**src/rtl/rv32i_types.sv**
```systemverilog
// Shared RV32I core types: ROB sizing plus the ROB entry and commit bundle layouts.
package rv32i_types;

  localparam int ROB_DEPTH     = 32;
  localparam int ROB_IDX_WIDTH = 5;

  typedef struct packed {
    logic        valid;
    logic        done;
    logic        regf_we;
    logic [4:0]  rd_addr;
    logic [31:0] data;
  } rob_entry_t;

  typedef struct packed {
    logic                     regf_we;
    logic [4:0]               rd_wb_addr;
    logic [31:0]              rd_data;
    logic [ROB_IDX_WIDTH-1:0] rd_rob_idx;
  } rob_commit_t;

endpackage

```
**src/rtl/rob_ptr.sv**
```systemverilog
// Wrap-bit circular pointer: the MSB toggles on every lap so full and empty differ.
module rob_ptr #(
  parameter int W = 5
) (
  input  logic         clk,
  input  logic         rst,
  input  logic         clr_i,
  input  logic         inc_i,
  output logic [W:0]   ptr_o
);

  logic [W:0] ptr_q;
  logic [W:0] ptr_d;

  always_comb begin
    ptr_d = ptr_q;
    if (clr_i) begin
      ptr_d = '0;
    end else if (inc_i) begin
      ptr_d = ptr_q + 1'b1;
    end
  end

  always_ff @(posedge clk or negedge rst) begin
    if (!rst) begin
      ptr_q <= '0;
    end else begin
      ptr_q <= ptr_d;
    end
  end

  assign ptr_o = ptr_q;

endmodule

```
**src/rtl/rob_commit.sv**
```systemverilog
// Reorder buffer: in-order allocate, CDB result capture, in-order retirement to the
// architectural write port, and combinational operand lookup with CDB bypass.
module rob_commit #(
  parameter int ROB_DEPTH     = rv32i_types::ROB_DEPTH,
  parameter int ROB_IDX_WIDTH = rv32i_types::ROB_IDX_WIDTH
) (
  input  logic                     clk,
  input  logic                     rst,
  input  logic                     alloc_valid,
  input  logic [4:0]               alloc_rd_addr,
  input  logic                     alloc_regf_we,
  output logic                     alloc_ready,
  output logic [ROB_IDX_WIDTH-1:0] alloc_rob_idx,
  input  logic                     cdb_valid,
  input  logic [ROB_IDX_WIDTH-1:0] cdb_rob_idx,
  input  logic [31:0]              cdb_data,
  input  logic [ROB_IDX_WIDTH-1:0] rs1_rob_idx,
  input  logic [ROB_IDX_WIDTH-1:0] rs2_rob_idx,
  output logic                     rs1_done,
  output logic                     rs2_done,
  output logic [31:0]              rs1_data,
  output logic [31:0]              rs2_data,
  input  logic                     flush,
  output logic                     regf_we,
  output logic [4:0]               rd_wb_addr,
  output logic [31:0]              rd_data,
  output logic [ROB_IDX_WIDTH-1:0] rd_rob_idx,
  output logic [ROB_IDX_WIDTH:0]   rob_count
);

  rv32i_types::rob_entry_t  entries_q [ROB_DEPTH];
  rv32i_types::rob_commit_t commit_q;

  logic [ROB_IDX_WIDTH:0]   head;
  logic [ROB_IDX_WIDTH:0]   tail;
  logic [ROB_IDX_WIDTH-1:0] head_idx;
  logic [ROB_IDX_WIDTH-1:0] tail_idx;
  logic                     full;
  logic                     alloc_fire;
  logic                     cdb_fire;
  logic                     commit_fire;

  assign head_idx = head[ROB_IDX_WIDTH-1:0];
  assign tail_idx = tail[ROB_IDX_WIDTH-1:0];
  assign full     = (head_idx == tail_idx) && (head[ROB_IDX_WIDTH] != tail[ROB_IDX_WIDTH]);

  // Full is taken from the pre-commit pointers, so a retiring slot is not reused this edge.
  assign alloc_fire  = alloc_valid && !full && !flush;
  assign cdb_fire    = cdb_valid && entries_q[cdb_rob_idx].valid && !flush;
  assign commit_fire = entries_q[head_idx].valid && entries_q[head_idx].done && !flush;

  rob_ptr #(.W(ROB_IDX_WIDTH)) u_head (
    .clk   (clk),
    .rst   (rst),
    .clr_i (flush),
    .inc_i (commit_fire),
    .ptr_o (head)
  );

  rob_ptr #(.W(ROB_IDX_WIDTH)) u_tail (
    .clk   (clk),
    .rst   (rst),
    .clr_i (flush),
    .inc_i (alloc_fire),
    .ptr_o (tail)
  );

  always_ff @(posedge clk or negedge rst) begin
    if (!rst) begin
      for (int i = 0; i < ROB_DEPTH; i++) begin
        entries_q[i] <= '0;
      end
    end else if (flush) begin
      for (int i = 0; i < ROB_DEPTH; i++) begin
        entries_q[i].valid <= 1'b0;
      end
    end else begin
      if (cdb_fire) begin
        entries_q[cdb_rob_idx].done <= 1'b1;
        entries_q[cdb_rob_idx].data <= cdb_data;
      end
      if (commit_fire) begin
        entries_q[head_idx].valid <= 1'b0;
      end
      if (alloc_fire) begin
        entries_q[tail_idx].valid   <= 1'b1;
        entries_q[tail_idx].done    <= 1'b0;
        entries_q[tail_idx].regf_we <= alloc_regf_we;
        entries_q[tail_idx].rd_addr <= alloc_rd_addr;
      end
    end
  end

  always_ff @(posedge clk or negedge rst) begin
    if (!rst) begin
      commit_q <= '0;
    end else if (commit_fire) begin
      commit_q.regf_we    <= entries_q[head_idx].regf_we && (entries_q[head_idx].rd_addr != 5'd0);
      commit_q.rd_wb_addr <= entries_q[head_idx].rd_addr;
      commit_q.rd_data    <= entries_q[head_idx].data;
      commit_q.rd_rob_idx <= head_idx;
    end else begin
      commit_q.regf_we <= 1'b0;
    end
  end

  always_comb begin
    rs1_done = entries_q[rs1_rob_idx].valid && entries_q[rs1_rob_idx].done;
    rs1_data = entries_q[rs1_rob_idx].data;
    rs2_done = entries_q[rs2_rob_idx].valid && entries_q[rs2_rob_idx].done;
    rs2_data = entries_q[rs2_rob_idx].data;
    if (cdb_valid && (cdb_rob_idx == rs1_rob_idx)) begin
      rs1_done = 1'b1;
      rs1_data = cdb_data;
    end
    if (cdb_valid && (cdb_rob_idx == rs2_rob_idx)) begin
      rs2_done = 1'b1;
      rs2_data = cdb_data;
    end
  end

  assign alloc_ready   = !full;
  assign alloc_rob_idx = tail_idx;
  assign rob_count     = tail - head;
  assign regf_we       = commit_q.regf_we;
  assign rd_wb_addr    = commit_q.rd_wb_addr;
  assign rd_data       = commit_q.rd_data;
  assign rd_rob_idx    = commit_q.rd_rob_idx;

endmodule

```
**config.mk**
```make
export PLATFORM = sky130hd
export DESIGN_NAME = rob_commit
export DESIGN_NICKNAME = d
export VERILOG_FILES = /design/src/rtl/rv32i_types.sv /design/src/rtl/rob_ptr.sv /design/src/rtl/rob_commit.sv
export SDC_FILE = /design/constraint.sdc
export NUM_CORES = 2
export LEC_CHECK = 0
export CAP_MARGIN = 20
export CORE_AREA = 2 2 449 451
export DETAILED_ROUTE_END_ITERATION = 6
export DIE_AREA = 0 0 451 453
export PLACE_DENSITY = 0.61
export SYNTH_ARGS = -nofsm -noshare
export SYNTH_HDL_FRONTEND = slang
export SYNTH_SLANG_ARGS = --single-unit
```
**constraint.sdc**
```tcl
create_clock -name clk -period 6.6 [get_ports clk]
set_input_delay 1.32 -clock clk [delete_from_list [all_inputs] [get_ports clk]]
set_output_delay 1.32 -clock clk [all_outputs]
set_load 0.02 [all_outputs]
```
## Word level (Yosys, flattened, before mapping)

Cells that the tools add are included.
W data, S select, Z words.

- Add/subtract/negate cells: 3
- Multipliers: 0
- Divide/modulo/power cells: 0
- $lt $le $gt $ge: 8
- Equality and inequality tests: 4
- Shifts and indexed selects: 0
- Multiplexer cells: 79
- Bitwise gates (word level): 5
- Reduce and logical (&&, ||, !) cells: 20

Operators with widths:

| kind | count |
|---|---|
| $bwmux W1280 | 7 |
| $mux W1280 | 5 |
| $demux W40 S5 | 7 |
| $bmux W40 S5 | 4 |
| $mux W40 | 10 |
| $mux W32 | 3 |
| $mux W39 | 2 |
| $mux W38 | 1 |
| $mux W37 | 1 |
| $mux W1 | 35 |
| $ge A6 B6 Y1 const B | 5 |
| $not A5 Y6 | 5 |
| $mux W6 | 4 |
| $lt A6 B1 Y1 const B | 3 |
| $eq A5 B5 Y1 | 3 |
| $logic_and A1 B1 Y1 | 15 |
| $add A6 B1 Y6 const B | 2 |
| $sub A6 B6 Y6 | 1 |
| $reduce_bool A5 Y1 | 1 |
| $reduce_bool A2 Y1 | 2 |
| $logic_not A1 Y1 | 2 |
| $ne A1 B1 Y1 | 1 |

- Register bits after elaboration: 1335
- Bits in latches: 0
- Memory bits (writable): 0
- Bits in read-only memories: 0
- Bits of input ports: 58
- Output and inout bits: 121
- Word-level logic and storage cells: 285
- Memories kept: 0

## Logic depth before layout (Yosys ltp)

- Depth after elaboration: 18
- Mapped depth: 16
- Gate-level depth less buffers: 8

## Cells and area by module

Synthesis repeated with hierarchy kept, for this count alone.

- Cells, all modules: 5179
- Area, all modules: 78003.6 um2

By module, submodules not included:

| module | times used | cells an instance | area an instance (um2) | seq. area each (um2) |
|---|---|---|---|---|
| rob_commit | 1 | 5131 | 77465.5 | 33106.8 |
| rob_ptr | 2 | 24 | 269.0 | 150.1 |

## Worst setup path after synthesis

No wires, ideal clock.

- Path kind: input-to-output
- From: input port rs2_rob_idx[0]
- To: output port rs2_done
- Arrival: 3664 ps
- Setup slack: 1616 ps
- Cell stages on the path: 8
- Buffers on the path: 4
- Cell sequence: clkbuf_1 buf_2 clkbuf_1 buf_2 mux4_2 mux4_2 and3b_1 a21oi_1

- Cells in the longest elaborated chain, start to end: 6

RTL lines:

| what | line | text |
|---|---|---|
| from (decl) | rob_commit.sv:18 | `input logic [ROB_IDX_WIDTH-1:0] rs2_rob_idx,` |
| $not A5 Y6 (implied by the code) | rob_commit.sv:110 | `rs2_done = entries_q[rs2_rob_idx].valid && entries_q[rs2_rob_idx].done;` |
| $bmux W40 S5 | rob_commit.sv:110 |  |
| $mux W40 (2 in series) | - |  |
| $logic_and A1 B1 Y1 | rob_commit.sv:110 |  |
| $mux W1 (*) | rob_commit.sv:116 | `if (cdb_valid && (cdb_rob_idx == rs2_rob_idx)) begin` |
| to (decl) | rob_commit.sv:20 | `output logic rs2_done,` |

Mark *: on every way between the ends. The rest lies on a longest branch, timed or not. The select of a mux whose other input is x is not followed.

## Final worst setup path

- From: input port rs1_rob_idx[3]
- To: output port rs1_data[31]

- Cells in the longest elaborated chain, start to end: 5

RTL lines:

| what | line | text |
|---|---|---|
| from (decl) | rob_commit.sv:17 | `input logic [ROB_IDX_WIDTH-1:0] rs1_rob_idx,` |
| $not A5 Y6 (implied by the code) | rob_commit.sv:109 | `rs1_data = entries_q[rs1_rob_idx].data;` |
| $bmux W40 S5 | rob_commit.sv:109 |  |
| $mux W40 (implied by the code) (2 in series) | rob_commit.sv:109 |  |
| $mux W32 (*) | rob_commit.sv:112 | `if (cdb_valid && (cdb_rob_idx == rs1_rob_idx)) begin` |
| to (decl) | rob_commit.sv:21 | `output logic [31:0] rs1_data,` |

Marks and branches as above.

==> metrics.md <==
| Metric | Value |
|---|---|
| RePlAce Congestion | 0.854 |
| Final Cycle Share | 87.3% |
| Final non-filler cell total | 7949 |
| Fraction of the mapped netlist area in simple logic gates | 2.36% |
| Fill cells | 17300 |
| Final ANT Viol Nets | 0 |
| Crit path arrival time | 4.44 ns |
| Global route overflow | 0 |
| Fin crit period | 5.76 ns |
| Run status | finished clean |
| Synth Area in Adders | less than 1% |
| Critical path's most frequent cell | buf_4 |
| Multiplexer share of the synthesized area | 47.0% |
| Final max-slew violation count | 0 |
| Layout cells sized above 1 | 44.5% |
| Port Buffer Count | approximately 180 |
| # rows | 164 |
| Max cap viols | 0 |
| Drt via density | 6.50 |
| Root Buffer | clkbuf_16 |
| Hold Buf Count CTS | 0 |
| Final Cell Area | approximately 89000 µm² |
| Setup TNS | 0 ns |
| DRC viols | 0 |
| Maximum vdd drop | 0.315 mV |
| CP max stage delay | 0.69 ns |
| # clock sinks | 1335 |
| Hold violation count in the final report | 0 |
| Initial antenna violation count | 7 |
| CTS tree | yes |
| Clock buffer depth | 3 |
| FFs w/ async S/R, synth | between 90% and 100% |
| Ys flop type | dfrtp_1 |
| Type of the most critical hold path | in2async |
| Post-CTS setup repair buffer count | 0 |
| Initial Util | between 30% and 40% |
| Syn_nets | 5254 |
| CTS H-Tree Depth | 4 |
| Ys Warns | 0 |
| First-pass GRT wire length | approximately 390000 µm |
| EDFF count, synth | 0 |
| Total Wirelength | around 270000 µm |
| DR pass1 iterations | 6 |
| Mean Syn Cell Area | between 15 and 20 µm² |
| Largest family of logic cells by synthesized area | multiplexers |
| Worst endpoint required time | between 5 and 6 ns |
| Synth Instances | around 5200 |
| Chip height | 453 µm |
| DP HPWL | 158000 µm |
| CORE AREA | between 150000 and 200000 µm² |
| Vias in the first global route | between 50000 and 60000 |
| Largest net degree at the start of global routing | between 150 and 200 |
| Clock Skews | 0.0319 ns |
| Unrepaired setup endpoints after global routing | no |
| Dpl cells | 7644 |
| Cell area power density | 208 nW/µm² |
| Relative slew margins | about a fifth |
| Clock Pin Slew Worst Setup and Hold Paths | 0.05 ns |
| 1st-iter DRT viols | 4888 |
| Num CTS Buffers | between 150 and 200 |
| Routed len/inst | 33.5 µm |
| Netlist Area Pre-Place | 79200 µm² |
| IO Pins | 179 |
| Tot GR Track Use | approximately a quarter |
| Worst Tran Pin Value | 1.18 ns |
| Area Overhead vs Synth | 12.9% |
| Compound-Gate Fraction of Synth Area | ~4.1% |
| Placed inst area | 83800 µm² |
| Lkg Pwr | 38.9 nW |
| Die width | 451 µm |
| Worst path cell trace | buf_4, buf_4, nor2_4, buf_4, a22oi_1, o21ai_0, buf_4, o21ai_0, clkdlybuf4s50_1 |
| Routed via count | approximately 52000 |
| Synth unique cells | 60 |
| Worst setup SP type | input port |
| Seq/Total Area, Yosys | between 40% and 50% |
| Critical path class | in2out |
| Slowest cell on crit path | clkdlybuf4s50_1 |
| Critical Path Sink Type | primary output |
| Post-CTS resize count | 0 |
| Worst-path fanout max | 21 |
| CP bufs+invs | 5 |
| Final nets | around 5200 |
| CP top delay family | buffers and inverters |
| Seq cells post-synth | 1335 |
| Die area | 204000 µm² |
| Max Freq | between 0.15 and 0.2 GHz |
| Worst-Skew Late Latency | roughly 0.84 ns |
| Setup Viol. Count Final | 0 |
| Hold_ws | 0.422 ns |
| Post-Synth XOR/XNOR Area | 0.232% |
==> kinds of logic (layout without fill, tap and decap cells) <==
kind of cell	Yosys count	count (layout)
other cells	0	7
fa+ha+maj	14	14
buf+inv	626	730
flops	1335	1335
mux	2369	2369
compound gates	478	478
simple gates	339	339
xor+xnor	21	21
==> sequential cells by signal, summed over array words and instances (netlist names) <==
signal and cells:
entries_q 1280, rd_data 32, u_head.ptr_o 6, u_tail.ptr_o 6, rd_rob_idx 5, rd_wb_addr 5, regf_we 1
==> cell usage after synthesis (all sizes together), types with 10 or more instances <==
library cell / n / share of area (%)
o21a: 13 / 0.12
mux4: 868 / 25
dfrtp: 1335 / 42
a21boi: 20 / 0.19
nor4: 12 / 0.11
buf: 286 / 2.3
mux2: 1276 / 20
a21oi: 16 / 0.10
o22ai: 60 / 0.48
a22oi: 197 / 1.9
o21ai: 129 / 0.81
xor2: 11 / 0.12
nor3: 17 / 0.26
mux2i: 225 / 2.8
a32o: 17 / 0.21
nand3: 22 / 0.14
ha: 13 / 0.21
nand4: 37 / 0.29
or3: 23 / 0.18
nand2: 142 / 0.67
xnor2: 10 / 0.11
inv: 47 / 0.22
nor2: 29 / 0.14
clkbuf: 290 / 1.4
==> through the flow <==
step	util, %	total power, mW	setup slack, ns
floorplan	-	9.17	1.62
global placement	42.0	9.83	0.784
detailed placement	42.1	9.86	0.801
CTS	44.7	18.8	0.794
global route	44.9	19.2	0.721
finish	44.9	18.6	0.841
==> layer usage <==
metal | share of wire, % | wire [µm] | vias up | GRT usage [%]
met5 | 0.012 | 31 | - | 0
met4 | 5.5 | 14800 | 6 | 12.9
met3 | 8.1 | 21700 | 638 | 5.46
met2 | 46 | 124000 | 2617 | 40.6
met1 | 40 | 106000 | 28000 | 34.6
li1 | - | - | 20400 | -
==> final timing paths <==
check / startpoint / to / slack [ns] / cells past startpoint
worst max-delay path: rs1_rob_idx[3] / rs1_data[31] / 0.84 / 9
worst min-delay path: rst / entries_q[1251] / 0.42 / 1
worst max register to register: u_head.ptr_o[4] / entries_q[236] / 2.19 / 8
worst min register to register: rd_data[6] / rd_data[6] / 0.49 / 1
max in group asynchronous: rst / entries_q[640] / 4.58 / 3
min in group clk: rd_data[6] / rd_data[6] / 0.49 / 1
==> cell type report <==
| type | count | area [µm²] | area share [%] |
|---|---|---|---|
| multi-input cells | 3221 | 42900 | 48.0 |
| flip-flops and latches | 1335 | 33400 | 37.4 |
| clock inverters | 54 | 628 | 0.702 |
| diodes | 7 | 17.5 | 0.0196 |
| inverters | 50 | 188 | 0.210 |
| well taps | 2656 | 3320 | 3.72 |
| clock buffers | 229 | 4630 | 5.18 |
| repair buffers | 397 | 4320 | 4.83 |
==> cell usage in the layout, fill, tap and decap left out, types with 16 or more instances in the layout <==
| cell type | count |
|---|---|
| mux2_2 | 651 |
| buf_12 | 47 |
| clkdlybuf4s50_1 | 166 |
| buf_4 | 157 |
| nand2_1 | 141 |
| o21ai_0 | 129 |
| a22oi_1 | 196 |
| clkbuf_1 | 30 |
| nand4_1 | 37 |
| nand3_1 | 22 |
| clkbuf_16 | 163 |
| inv_1 | 47 |
| dfrtp_1 | 1333 |
| nor2_1 | 25 |
| clkinv_2 | 25 |
| o22ai_1 | 59 |
| a21boi_0 | 20 |
| a21oi_1 | 16 |
| mux4_2 | 868 |
| mux2_4 | 290 |
| mux2_1 | 335 |
| mux2i_1 | 225 |
| a32o_1 | 17 |
| or3_4 | 20 |
| clkbuf_8 | 43 |
==> report_power, final <==
| part | leakage (nW) | switching [mW] | internal [mW] | total [mW] |
|---|---|---|---|---|
| Sequential | 18.5 | 0.0597 | 8.27 | 8.33 |
| Clock | 2.58 | 3.72 | 5.20 | 8.92 |
| Combinational | 17.9 | 0.880 | 0.514 | 1.39 |
| Total | 38.9 | 4.66 | 14.0 | 18.6 |
Note: power is estimated with default switching activity, not from simulation.
